--- config.mk ---
export PLATFORM = sky130hd
export DESIGN_NAME = elevator
export DESIGN_NICKNAME = d
export VERILOG_FILES = /design/src/rtl/elevator.sv
export SDC_FILE = /design/constraint.sdc
export NUM_CORES = 1
export LEC_CHECK = 0
export CAP_MARGIN = 25
export CORE_UTILIZATION = 54
export DETAILED_ROUTE_END_ITERATION = 10
export PLACE_DENSITY = 0.77
export SYNTH_ARGS = -nofsm -noshare
export SYNTH_HDL_FRONTEND = slang
export SYNTH_SLANG_ARGS = --single-unit
--- constraint.sdc ---
create_clock -name clk -period 2.72 [get_ports clk]
set_input_delay 0.544 -clock clk [delete_from_list [all_inputs] [get_ports clk]]
set_output_delay 0.544 -clock clk [all_outputs]
set_load 0.005 [all_outputs]
--- src/rtl/elevator.sv ---
// Elevator car: tracks floor, models per-floor travel time and interlocks the door.
// Define ELEVATOR_DOOR_HOLD_EN to keep the door open at least DOOR_HOLD cycles.
module elevator #(
  parameter int NUM_FLOORS  = 8,
  parameter int FLOOR_TICKS = 20,
  parameter int DOOR_HOLD   = 25
) (
  input  logic       clk,
  input  logic       rst_n,
  input  logic       door_open,
  input  logic [1:0] updown,
  output logic       door,
  output logic [2:0] floor,
  output logic       moving
);

  // state     | meaning
  // IDLE      | parked at a floor, door closed
  // MOVE_UP   | travelling one floor up
  // MOVE_DOWN | travelling one floor down
  // DOOR_OPEN | parked with door open, motion commands ignored
  typedef enum logic [1:0] {IDLE, MOVE_UP, MOVE_DOWN, DOOR_OPEN} state_t;

  localparam int            CW       = $clog2(FLOOR_TICKS);
  localparam logic [2:0]    TOP      = 3'(NUM_FLOORS - 1);
  localparam logic [CW-1:0] CNT_LAST = CW'(FLOOR_TICKS - 1);

  if (NUM_FLOORS < 2 || NUM_FLOORS > 8 || FLOOR_TICKS < 2 || DOOR_HOLD < 1) begin : g_bad_param
    $error("elevator: parameter out of range");
  end

  state_t        r_state;
  state_t        w_next;
  logic [CW-1:0] r_cnt;
  logic [2:0]    r_floor;
  logic          r_door;
  logic          r_moving;

  logic       w_up_cmd;
  logic       w_dn_cmd;
  logic       w_arrive;
  logic [2:0] w_floor_nxt;
  logic       w_hold_done;
  logic       w_door_nxt;
  logic       w_moving_nxt;

  assign w_up_cmd = (updown == 2'b01);
  assign w_dn_cmd = (updown == 2'b10);
  assign w_arrive = ((r_state == MOVE_UP) || (r_state == MOVE_DOWN)) && (r_cnt == CNT_LAST);

  always_comb begin
    w_floor_nxt = r_floor;
    if (w_arrive && (r_state == MOVE_UP))   w_floor_nxt = r_floor + 3'd1;
    if (w_arrive && (r_state == MOVE_DOWN)) w_floor_nxt = r_floor - 3'd1;
  end

`ifdef ELEVATOR_DOOR_HOLD_EN
  localparam int HW = $clog2(DOOR_HOLD + 1);
  logic [HW-1:0] r_hold;

  // Reload on entry so every open cycle gets the full minimum time.
  always_ff @(posedge clk or negedge rst_n) begin
    if (!rst_n) begin
      r_hold <= '0;
    end else if ((w_next == DOOR_OPEN) && (r_state != DOOR_OPEN)) begin
      r_hold <= HW'(DOOR_HOLD);
    end else if ((r_state == DOOR_OPEN) && (r_hold != '0)) begin
      r_hold <= r_hold - 1'b1;
    end
  end

  assign w_hold_done = (r_hold == '0);
`else
  assign w_hold_done = 1'b1;
`endif

  // State register plus the registered outputs derived from the next state.
  always_ff @(posedge clk or negedge rst_n) begin
    if (!rst_n) begin
      r_state  <= IDLE;
      r_cnt    <= '0;
      r_floor  <= 3'd0;
      r_door   <= 1'b0;
      r_moving <= 1'b0;
    end else begin
      r_state  <= w_next;
      r_floor  <= w_floor_nxt;
      r_door   <= w_door_nxt;
      r_moving <= w_moving_nxt;
      if (w_moving_nxt && !w_arrive && (r_state != IDLE)) r_cnt <= r_cnt + 1'b1;
      else                                                 r_cnt <= '0;
    end
  end

  always_comb begin
    w_next = r_state;
    case (r_state)
      IDLE: begin
        if (door_open)                         w_next = DOOR_OPEN;
        else if (w_up_cmd && (r_floor < TOP))  w_next = MOVE_UP;
        else if (w_dn_cmd && (r_floor != 3'd0)) w_next = MOVE_DOWN;
      end
      MOVE_UP: begin
        if (w_arrive) begin
          if (door_open)                             w_next = DOOR_OPEN;
          else if (w_up_cmd && (w_floor_nxt != TOP)) w_next = MOVE_UP;
          else                                       w_next = IDLE;
        end
      end
      MOVE_DOWN: begin
        if (w_arrive) begin
          if (door_open)                              w_next = DOOR_OPEN;
          else if (w_dn_cmd && (w_floor_nxt != 3'd0)) w_next = MOVE_DOWN;
          else                                        w_next = IDLE;
        end
      end
      DOOR_OPEN: begin
        if (!door_open && w_hold_done) w_next = IDLE;
      end
      default: w_next = IDLE;
    endcase
  end

  always_comb begin
    w_door_nxt   = (w_next == DOOR_OPEN);
    w_moving_nxt = (w_next == MOVE_UP) || (w_next == MOVE_DOWN);
  end

  assign door   = r_door;
  assign floor  = r_floor;
  assign moving = r_moving;

endmodule

==> impl_metrics.toml <==
[power_and_ir_drop]
p_seq_share_pct = 28.1
power_switching_w = 0.000359
power.internal_w = 0.000512
power.leakage_nw = 0.503
swShare_pct = 41.2
combPwrFrac_pct = 56.4
irDropWorstVdd_mv = 0.801
pwr-share-clk_pct = 15.4
power_density_nw_per_um2 = 797

[global_routing]
antenna_found_initial = 0
met1_usage_pct = 33.6
overflow = 0
track_usage_pct = 26.0
grt_pass1_vias = 825
grt_use_met3_pct = 4.74
busiest_layer = "met2"
grt_pass1_wl_um = 3480
grtUsageMet2_pct = 40.9
grt_max_degree = 13

[drt]
ant_nets = 0
drc = 0
vias = 823
wl_um = 2060
via_per_inst = 6.23
dr.pass1.iters = 7
post_drt_wl_per_cell_um = 15.6
first_iter_violations = 31

[timing]
fin_worst_skew_ns = 0.00277
finalSetupViolCount = 0
fin_crit_ns = 2.59
hold_violations = 0
tns_ns = 0
fin_ws_ns = 0.131
fin_crit_sh_pct = 95.2
fmax_ghz = 0.386
tightest_slew_ns = 0.522
drv_slew = 0
rsz0062_at_grt = "false"
maxSlewHeadroom_pct = 65.1

[yosys]
syn_inst = 95
postSynthAreaPerCell_sq_um = 9.17
synth_top_family_by_area = "compound AO/OA/AOI/OAI gates"
ys_ff_latch = 12
synth_area_leaders = "dfrtp_1, ha_1, inv_1"
ys_types = 36
synth_xor_area_share_pct = 6.03
yosysTopAreaCellShare_pct = 34.5
synthSimpleGateAreaFrac_pct = 20.0
ys_warn_count = 0
synth_compound_area_share_pct = 21.4
synthAdderAreaFrac_pct = 12.9
synth.area.mux_share_pct = 0
seq_area_frac_synth_pct = 34.5
yosys.area.top_type = "dfrtp_1"
syn_area_sq_um = 871
synth_fp_nets = 109

[placement]
dp_hpwl_um = 1570
place_ws_ns = -0.188
place_inst = 128
port_buffers = 9
gp_congestion = 0.939

[worst_setup_path]
crit_path_end_kind = "flip-flop"
critical_path_required_ns = 2.87
cp_max_fo = 5
critPathLaunchType = "input pin"
reg2reg_slack_ns = 0.13
cp.arrival_ns = 2.74
path_class = "in -> reg"

[layout]
final_cell_mix = "dfrtp_1, inv_1, nor2_1"
area_delta_synth_final_pct = 25.4
utilization_pct = 72.5
drive_above_1_share_pct = 18.1
nets = 131
diodes = 0
final_common_cell = "dfrtp_1"
fill_cells = 115
final_cells = 132

[cts]
cts_buffers = 3
hold_buffers = 0
clkSinkCount = 12
postCtsSetupRepairBufs = 0
clk_latency_ns = 0.26
cts-root-buf = "clkbuf_4"
clk_pin_slew_ns = 0.07
cts_buffer_depth = 2
cts_resized = 0
cts_tree = "done"
h-tree-depth = 1

[floorplan]
rows = 14
io_pins = 10
die_y_um = 42.2
core_sq_um = 1510
start_util_pct = 57.8
dieArea_sq_um = 1780
die_w_um = 42.2

[hold_path]
hp-class = "reg -> reg"

[run]
cap_violations = 0

[status]
run_status = "complete, no violations"
## cell usage after synthesis
cell type,n
dfrtp_1,12
inv_1,11
nor2_1,11
ha_1,9
nand2_1,7
nand3_1,5
a21oi_1,4
xor2_1,4
a32oi_1,3
o22ai_1,2
xnor2_1,2
a2111oi_2,1
a211o_1,1
a211oi_1,1
a21o_2,1
a22oi_1,1
a311o_1,1
a311oi_1,1
a32o_2,1
a41oi_1,1
and2_1,1
and3b_1,1
clkbuf_1,1
nand2b_1,1
nand3b_1,1
nand4b_1,1
nor3_1,1
nor3b_2,1
o2111ai_1,1
o211ai_1,1
o21ai_0,1
o221a_2,1
o311ai_1,1
or3_1,1
or3b_1,1
or3b_4,1
## path summary, 6_finish.rpt
check | from | to | depth (start not counted)
min in group asynchronous | rst_n | floor[2] | 1
max | updown[1] | r_cnt[4] | 9
max in group asynchronous | rst_n | r_cnt[1] | 1
max reg2reg | floor[0] | r_cnt[4] | 11
min | r_cnt[0] | r_cnt[0] | 1
min reg2reg | r_cnt[0] | r_cnt[0] | 1
## registers in the layout (all words and copies together) (netlist names)
name,count
door,1
floor,3
moving,1
r_cnt,5
r_state,2
## critical path: stages
cell             delay [ns]
clkdlybuf4s50_1        0.53
or3b_1                 0.42
a311oi_2               0.30
o221a_2                0.25
o2111ai_1              0.12
nand2_1                0.12
ha_1                   0.26
nand3_2                0.13
nor2_1                 0.06
## stage by stage
stage	total power [W]	hold slack, ns	cell area [sq um]
6_report	0.000871	0.464	1090
5_1_grt	0.000941	0.490	1090
4_1_cts	0.000854	0.472	1080
3_5_place_dp	0.000715	0.462	1040
3_3_place_gp	0.000694	0.465	1040
2_1_floorplan	0.000561	0.248	871
## cell type report
type                    instances  area (sq um)  share of cell area (%)
clock buffers                   4          36.3                    3.32
flip-flops and latches         12           300                    27.5
multi-input cells              71           537                    49.1
inverters                      11          41.3                    3.78
repair buffers                 18           158                    14.4
well taps                      16          20.0                    1.83
## logic make-up (layout without fill, tap and decap cells)
kind of cell               Yosys count  after routing
adders and majority gates            9              9
xor gates and xnor gates             6              6
AOI/OAI and AO/OA                   23             23
and+or+nand+nor                     33             33
DFF                                 12             12
buffers and inverters               12             33
## power groups by stage
stage | combinational [W] | sequential (W) | clock [W]
after CTS | 0.000469 | 0.000245 | 0.000140
after floorplan | 0.000303 | 0.000258 | 0
after global routing | 0.000542 | 0.000249 | 0.000150
final | 0.000491 | 0.000245 | 0.000134
after global placement | 0.000446 | 0.000248 | 0
after detailed placement | 0.000467 | 0.000248 | 0
## layer usage
layer,share of wire (%),up-vias
met3,8.0,10
met5,0,-
li1,-,390
met1,40,372
met2,48,51
met4,3.0,0
Power figures use the tool's default switching activity.
==> patch 1: new RTL, same flow settings <==
The option `ELEVATOR_DOOR_HOLD_EN` is turned on by a define.
--- a/src/rtl/elevator.sv
+++ b/src/rtl/elevator.sv
@@ -1,4 +1,6 @@
 // Elevator car: tracks floor, models per-floor travel time and interlocks the door.
 // Define ELEVATOR_DOOR_HOLD_EN to keep the door open at least DOOR_HOLD cycles.
+`define ELEVATOR_DOOR_HOLD_EN
+
 module elevator #(
   parameter int NUM_FLOORS  = 8,
Behaviour: not the same (Yosys sat finds a counterexample within 4 cycles, from zero or initial values and one cycle with rst_n low).
==> patch 1 against the original RTL <==
- sequential cell count grew 5
- largest cell class unchanged
- worst setup slack lost 0.052 ns
- die area grew 27%
- power grew 50%
- critical path type is now flip-flop to flip-flop
- highest routed layer unchanged
- synthesized area grew 29%
- non-clock buffer count grew 16
- routed wire length grew 25%
- clock skew grew 0.0010 ns
- cell area grew 37%
==> patch 1: results (changes against the original RTL) <==
## Outcome
• finished clean — run status

## Timing
• 0.485 ns — hold slack final, +0.0212 ns
• 0.496 — Worst slew margin, -0.155
• 0 — number of hold violations in the final report, unchanged
• 0.00377 ns — worst-case clock skew, +0.000998 ns

## GRT
• 897 — vias in the first global route, +8.7%
• 18 — maximum number of pins on one net before global-route repair, +5
• 0 — initial antenna violation count, unchanged
• 3910 um — first-pass GRT wire length, +12%
• 0.242 — overall fraction of global-route tracks in use, -0.0183

## Finish
• 0 — number of antenna repair diodes, unchanged
• 0.266 — fraction of layout instances using a drive strength above 1, +0.0848
• 174 — final-stage net count, +33%

## Synthesis
• 0 — post-synthesis mux area share, unchanged
• 36 — count of different cell masters after synthesis, unchanged
• 0.112 — fraction of the mapped netlist area in adder cells, -0.0176
• 0.206 — compound-cell area share of the yosys netlist, -0.00849
• 0.0469 — XOR/XNOR Fraction of Synth Area, -0.0134
• 0 — warnings from Yosys, unchanged
• sky130_fd_sc_hd__dfrtp_1, sky130_fd_sc_hd__ha_1, sky130_fd_sc_hd__nor2_1 — largest cells by area after synthesis
• 1.00 — Async SR Flop Fraction, unchanged
• sky130_fd_sc_hd__dfrtp_1, sky130_fd_sc_hd__nor2_1, sky130_fd_sc_hd__inv_1 — most frequent cells after synthesis
• 0.380 — share of synthesized area occupied by flip-flops and latches, +0.0351
• 140 — syn nets, +28%
• sky130_fd_sc_hd__dfrtp_1 — most frequently used flop master after synthesis

## CTS
• 0.28 ns — worst-skew pair later-pin latency, +0.02 ns
• 3 — number of buffers inserted during clock tree synthesis, unchanged
• 1 — CTS H-Tree Depth, unchanged
• 0.10 ns — clock input transition at the sequential cells of the worst setup and hold paths, +0.03 ns
• sky130_fd_sc_hd__clkbuf_4 — Clock Tree Root
• 2 — worst-case clock buffer depth, unchanged

## Hold path
• r_cnt[0] — worst hold path startpoint
• 1 — worst hold path depth, unchanged
• r_cnt[0] — endpoint of the worst hold-timing path
• flip-flop to flip-flop — Worst Hold Class

## Routing
• 1,029 — DR vias, +25%
• 17 — initial detailed-routing violation count, -45%
• 14.0 um — post-detailed-route wirelength per cell, -11%
• 4 — router iterations before antenna repair, -3

## Power
• 0.642 nW — leakage, +28%
• 0.703 mV — Max IR drop VDD, -12%

## Setup path
• 4 — CP max FO, -1
• flip-flop to flip-flop — Crit Path Category
• 0.40 ns — largest incremental delay on the critical path, -0.13 ns
• 2.85 ns — WP data arrival, +0.11 ns
• r_hold[0] — R2R Path End
• sky130_fd_sc_hd__dfrtp_1 — Crit-path slowest cell
• 12 — R2R cell count, +1
• 0.08 ns — slack of the worst reg-to-reg path, -0.05 ns
• r_state[1] — origin of the critical flop-to-flop path

## Placed design
• 1900 um — post-detailed-placement half-perimeter wirelength, +21%
• 9 — buffers added on ports, unchanged
• 0.892 — final weighted congestion of routability-driven global placement, -5.0%

==> patch 1: metal layers <==
layer,routed length [um],global-route usage
met1,1220,0.330
met2,1270,0.405
met3,88,0.0302
met4,9,0.0667
met5,0,0
==> patch 1: how the worst max path moves through the flow <==
stage,to,slack (ns),depth (start not counted)
3_5_place_dp,r_hold[0],-0.08,10
6_report,r_hold[0],0.08,12
2_1_floorplan,r_hold[0],0.08,11
4_1_cts,r_cnt[0],0.0005,11
3_3_place_gp,r_cnt[4],0.04,10
5_1_grt,r_cnt[2],-0.03,10
==> patch 1: report_power, final <==
group	leakage [nW]	internal (W)	switching (W)	total [W]
clock	0.0177	0.0000545	0.0000787	0.000133
sequential	0.216	0.000325	0.0000506	0.000376
combinational	0.408	0.000405	0.000394	0.000799
==> patch 1: logic make-up after synthesis <==
kind of cell | Yosys count
flip-flops | 17
XOR/XNOR | 6
buffers and inverters | 16
adder cells (fa/ha/maj) | 10
AND/OR/NAND/NOR | 43
AO/OA/AOI/OAI | 33
==> patch 1: repair_timing <==
action / CTS / global route
gates cloned: 0 / 0
setup endpoints to repair: 6 / 10
endpoints found under the hold margin: 0 / 0
pin swaps: 4 / 5
setup buffers: 1 / 5
resized for setup: 3 / 11
==> patch 1: final cells by class <==
cell class,instances,area (um2)
Multi-Input combinational cell,92,692
Timing Repair Buffer,34,278
Sequential cell,17,425
Fill cell,154,464
Clock buffer,3,22.5
Tap cell,27,33.8
Inverter,11,41.3
Clock inverter,1,5.00
==> patch 1: metrics by stage <==
| stage | total power, W | instance area, um2 | setup slack [ns] | instances |
|---|---|---|---|---|
| after floorplan | 0.000748 | 1120 | 0.0809 | 125 |
| after global placement | 0.00103 | 1360 | 0.0352 | 175 |
| after detailed placement | 0.00106 | 1360 | -0.0823 | 175 |
| after CTS | 0.00121 | 1400 | 0.000525 | 180 |
| after global routing | 0.00142 | 1500 | -0.0340 | 185 |
| final | 0.00131 | 1500 | 0.0793 | 185 |
==> patch 1: worst max-delay path: cells and delay by family (launching register included) <==
kind,cells,cell delay (ns)
AO/OA/AOI/OAI,5,1.09
adder cells (fa/ha/maj),2,0.48
buffers and inverters,2,0.26
flip-flops,1,0.40
AND/OR/NAND/NOR,3,0.33
==> patch 2: new RTL, same flow settings <==
Made on the original files. The 4 states of `state_t` get a Gray code encoding in 2 bits.
--- a/src/rtl/elevator.sv
+++ b/src/rtl/elevator.sv
@@ -20,5 +20,5 @@
   // MOVE_DOWN | travelling one floor down
   // DOOR_OPEN | parked with door open, motion commands ignored
-  typedef enum logic [1:0] {IDLE, MOVE_UP, MOVE_DOWN, DOOR_OPEN} state_t;
+  typedef enum logic [1:0] {IDLE = 2'b00, MOVE_UP = 2'b01, MOVE_DOWN = 2'b11, DOOR_OPEN = 2'b10} state_t;
 
   localparam int            CW       = $clog2(FLOOR_TICKS);
Check against the original RTL: same outputs for any inputs over 10 cycles, from zero or initial values and one cycle with rst_n low; not proved beyond that.
==> patch 2 against the original RTL <==
- sequential cell count fell by 1
- worst setup slack improved by 0.55 ns
- cell area fell by 26%
- synthesized area fell by 21%
- critical path depth fell by 1
- routed wire length fell by 31%
- first-iteration DRC count fell by 52%
- maximum frequency rose by 27%
- critical endpoint is now moving
- largest cell class unchanged
Power is not compared: it rests on default switching activity, and its combinational part moved more than twofold at a synthesized area within 25%.
==> patch 2: results (changes against the original RTL) <==
## GRT
• 0.248 — overall fraction of global-route tracks in use, -0.0119
• 2350 um — first-pass GRT wire length, -32%
• 12 — maximum number of pins on one net before global-route repair, -1
• 535 — vias in the first global route, -35%
• 0 — initial antenna violation count, unchanged

## Routing
• 605 — DR vias, -26%
• 15 — initial detailed-routing violation count, -52%
• 14.3 um — post-detailed-route wirelength per cell, -8.4%
• 4 — router iterations before antenna repair, -3

## Finish
• 0.0941 — fraction of layout instances using a drive strength above 1, -0.0869
• 95 — final-stage net count, -27%
• 95 — Fillers, -17%
• 5 — number of flip-flops under the largest register name, unchanged

## Timing
• 0.682 — Worst slew margin, +0.0309
• 0.463 ns — hold slack final, -0.000558 ns
• 0.00684 ns — worst-case clock skew, +0.00406 ns
• 491 MHz — Max Clock Freq, +27%

## CTS
• 0.08 ns — clock input transition at the sequential cells of the worst setup and hold paths
• 2 — worst-case clock buffer depth, unchanged
• 3 — number of buffers inserted during clock tree synthesis, unchanged
• 0.28 ns — worst-skew pair later-pin latency, +0.02 ns

## Placed design
• 9 — buffers added on ports, unchanged
• 0.721 ns — worst slack, placed, +0.909 ns
• 1030 um — post-detailed-placement half-perimeter wirelength, -34%
• 0.885 — final weighted congestion of routability-driven global placement, -5.8%

## Synthesis
• sky130_fd_sc_hd__dfrtp_1, sky130_fd_sc_hd__inv_1, sky130_fd_sc_hd__nand2_1, sky130_fd_sc_hd__nor2_1 — most frequent cells after synthesis
• 32 — count of different cell masters after synthesis, -11%
• 0 — warnings from Yosys, unchanged
• 0.398 — share of synthesized area occupied by flip-flops and latches, +0.0530
• 83 — syn nets, -24%
• sky130_fd_sc_hd__dfrtp_1, sky130_fd_sc_hd__ha_1, sky130_fd_sc_hd__xnor2_1 — largest cells by area after synthesis

## Setup path
• 2.24 ns — WP data arrival, -0.50 ns
• 0.68 ns — slack of the worst reg-to-reg path, +0.55 ns
• 9 — CP max FO, +4

## Outcome
• finished clean — run status

-- patch 2: critical path: stages (launching register included) --
cell and delay (ns):
sky130_fd_sc_hd__dfrtp_1 0.52, sky130_fd_sc_hd__inv_1 0.13, sky130_fd_sc_hd__ha_1 0.22, sky130_fd_sc_hd__ha_1 0.29
sky130_fd_sc_hd__nand3_1 0.08, sky130_fd_sc_hd__o31ai_1 0.09, sky130_fd_sc_hd__a311oi_1 0.29, sky130_fd_sc_hd__o21ai_1 0.14
sky130_fd_sc_hd__o2111ai_1 0.19
-- patch 2: area by class of cell --
cell class / count / share of cell area
Inverter: 6 / 0.0277
Tap cell: 14 / 0.0216
Timing Repair Buffer: 9 / 0.111
Clock buffer: 3 / 0.0277
Sequential cell: 11 / 0.339
Clock inverter: 1 / 0.00616
Multi-Input combinational cell: 55 / 0.467
-- patch 2: per-layer routing --
metal / track usage / part of all wire / routed length (um) / up-vias
li1: - / - / - / 288
met3: 0.0893 / 0.084 / 119 / 4
met1: 0.316 / 0.45 / 639 / 281
met2: 0.371 / 0.46 / 646 / 32
met4: 0.116 / 0.0085 / 12 / 0
met5: 0 / 0 / 0 / -
-- patch 2: metrics by stage --
stage | std cells | power, W | area [um2] | utilization
floorplan | 74 | 0.000462 | 692 | -
global placement | 95 | 0.000520 | 785 | 0.688
detailed placement | 95 | 0.000529 | 785 | 0.688
CTS | 99 | 0.000648 | 812 | 0.712
global route | 99 | 0.000700 | 812 | 0.712
finish | 99 | 0.000651 | 812 | 0.712
-- patch 2: logic make-up after synthesis --
| logic type | count (synthesis) | synth area share |
|---|---|---|
| mux | 2 | 0.0289 |
| compound gates | 16 | 0.157 |
| xor+xnor | 4 | 0.0506 |
| buf+inv | 8 | 0.0542 |
| flops | 11 | 0.398 |
| simple gates | 29 | 0.239 |
| fa+ha+maj | 4 | 0.0723 |
-- patch 2: final timing paths --
| check | startpoint | end | cells after the start |
|---|---|---|---|
| worst max-delay path | floor[0] | moving | 8 |
| worst min-delay path | r_cnt[0] | r_cnt[0] | 1 |
| worst max register to register | floor[0] | moving | 8 |
| worst min register to register | r_cnt[0] | r_cnt[0] | 1 |
| max in group asynchronous | rst_n | floor[2] | 1 |
| min in group asynchronous | rst_n | moving | 1 |
-- patch 2: report_power, final --
part           total, W  internal (W)  switching [W]  leakage [nW]
Clock          0.000118     0.0000546      0.0000632        0.0177
Combinational  0.000243      0.000120       0.000123         0.223
Sequential     0.000290      0.000216      0.0000743         0.124
Total          0.000651      0.000390       0.000260         0.365
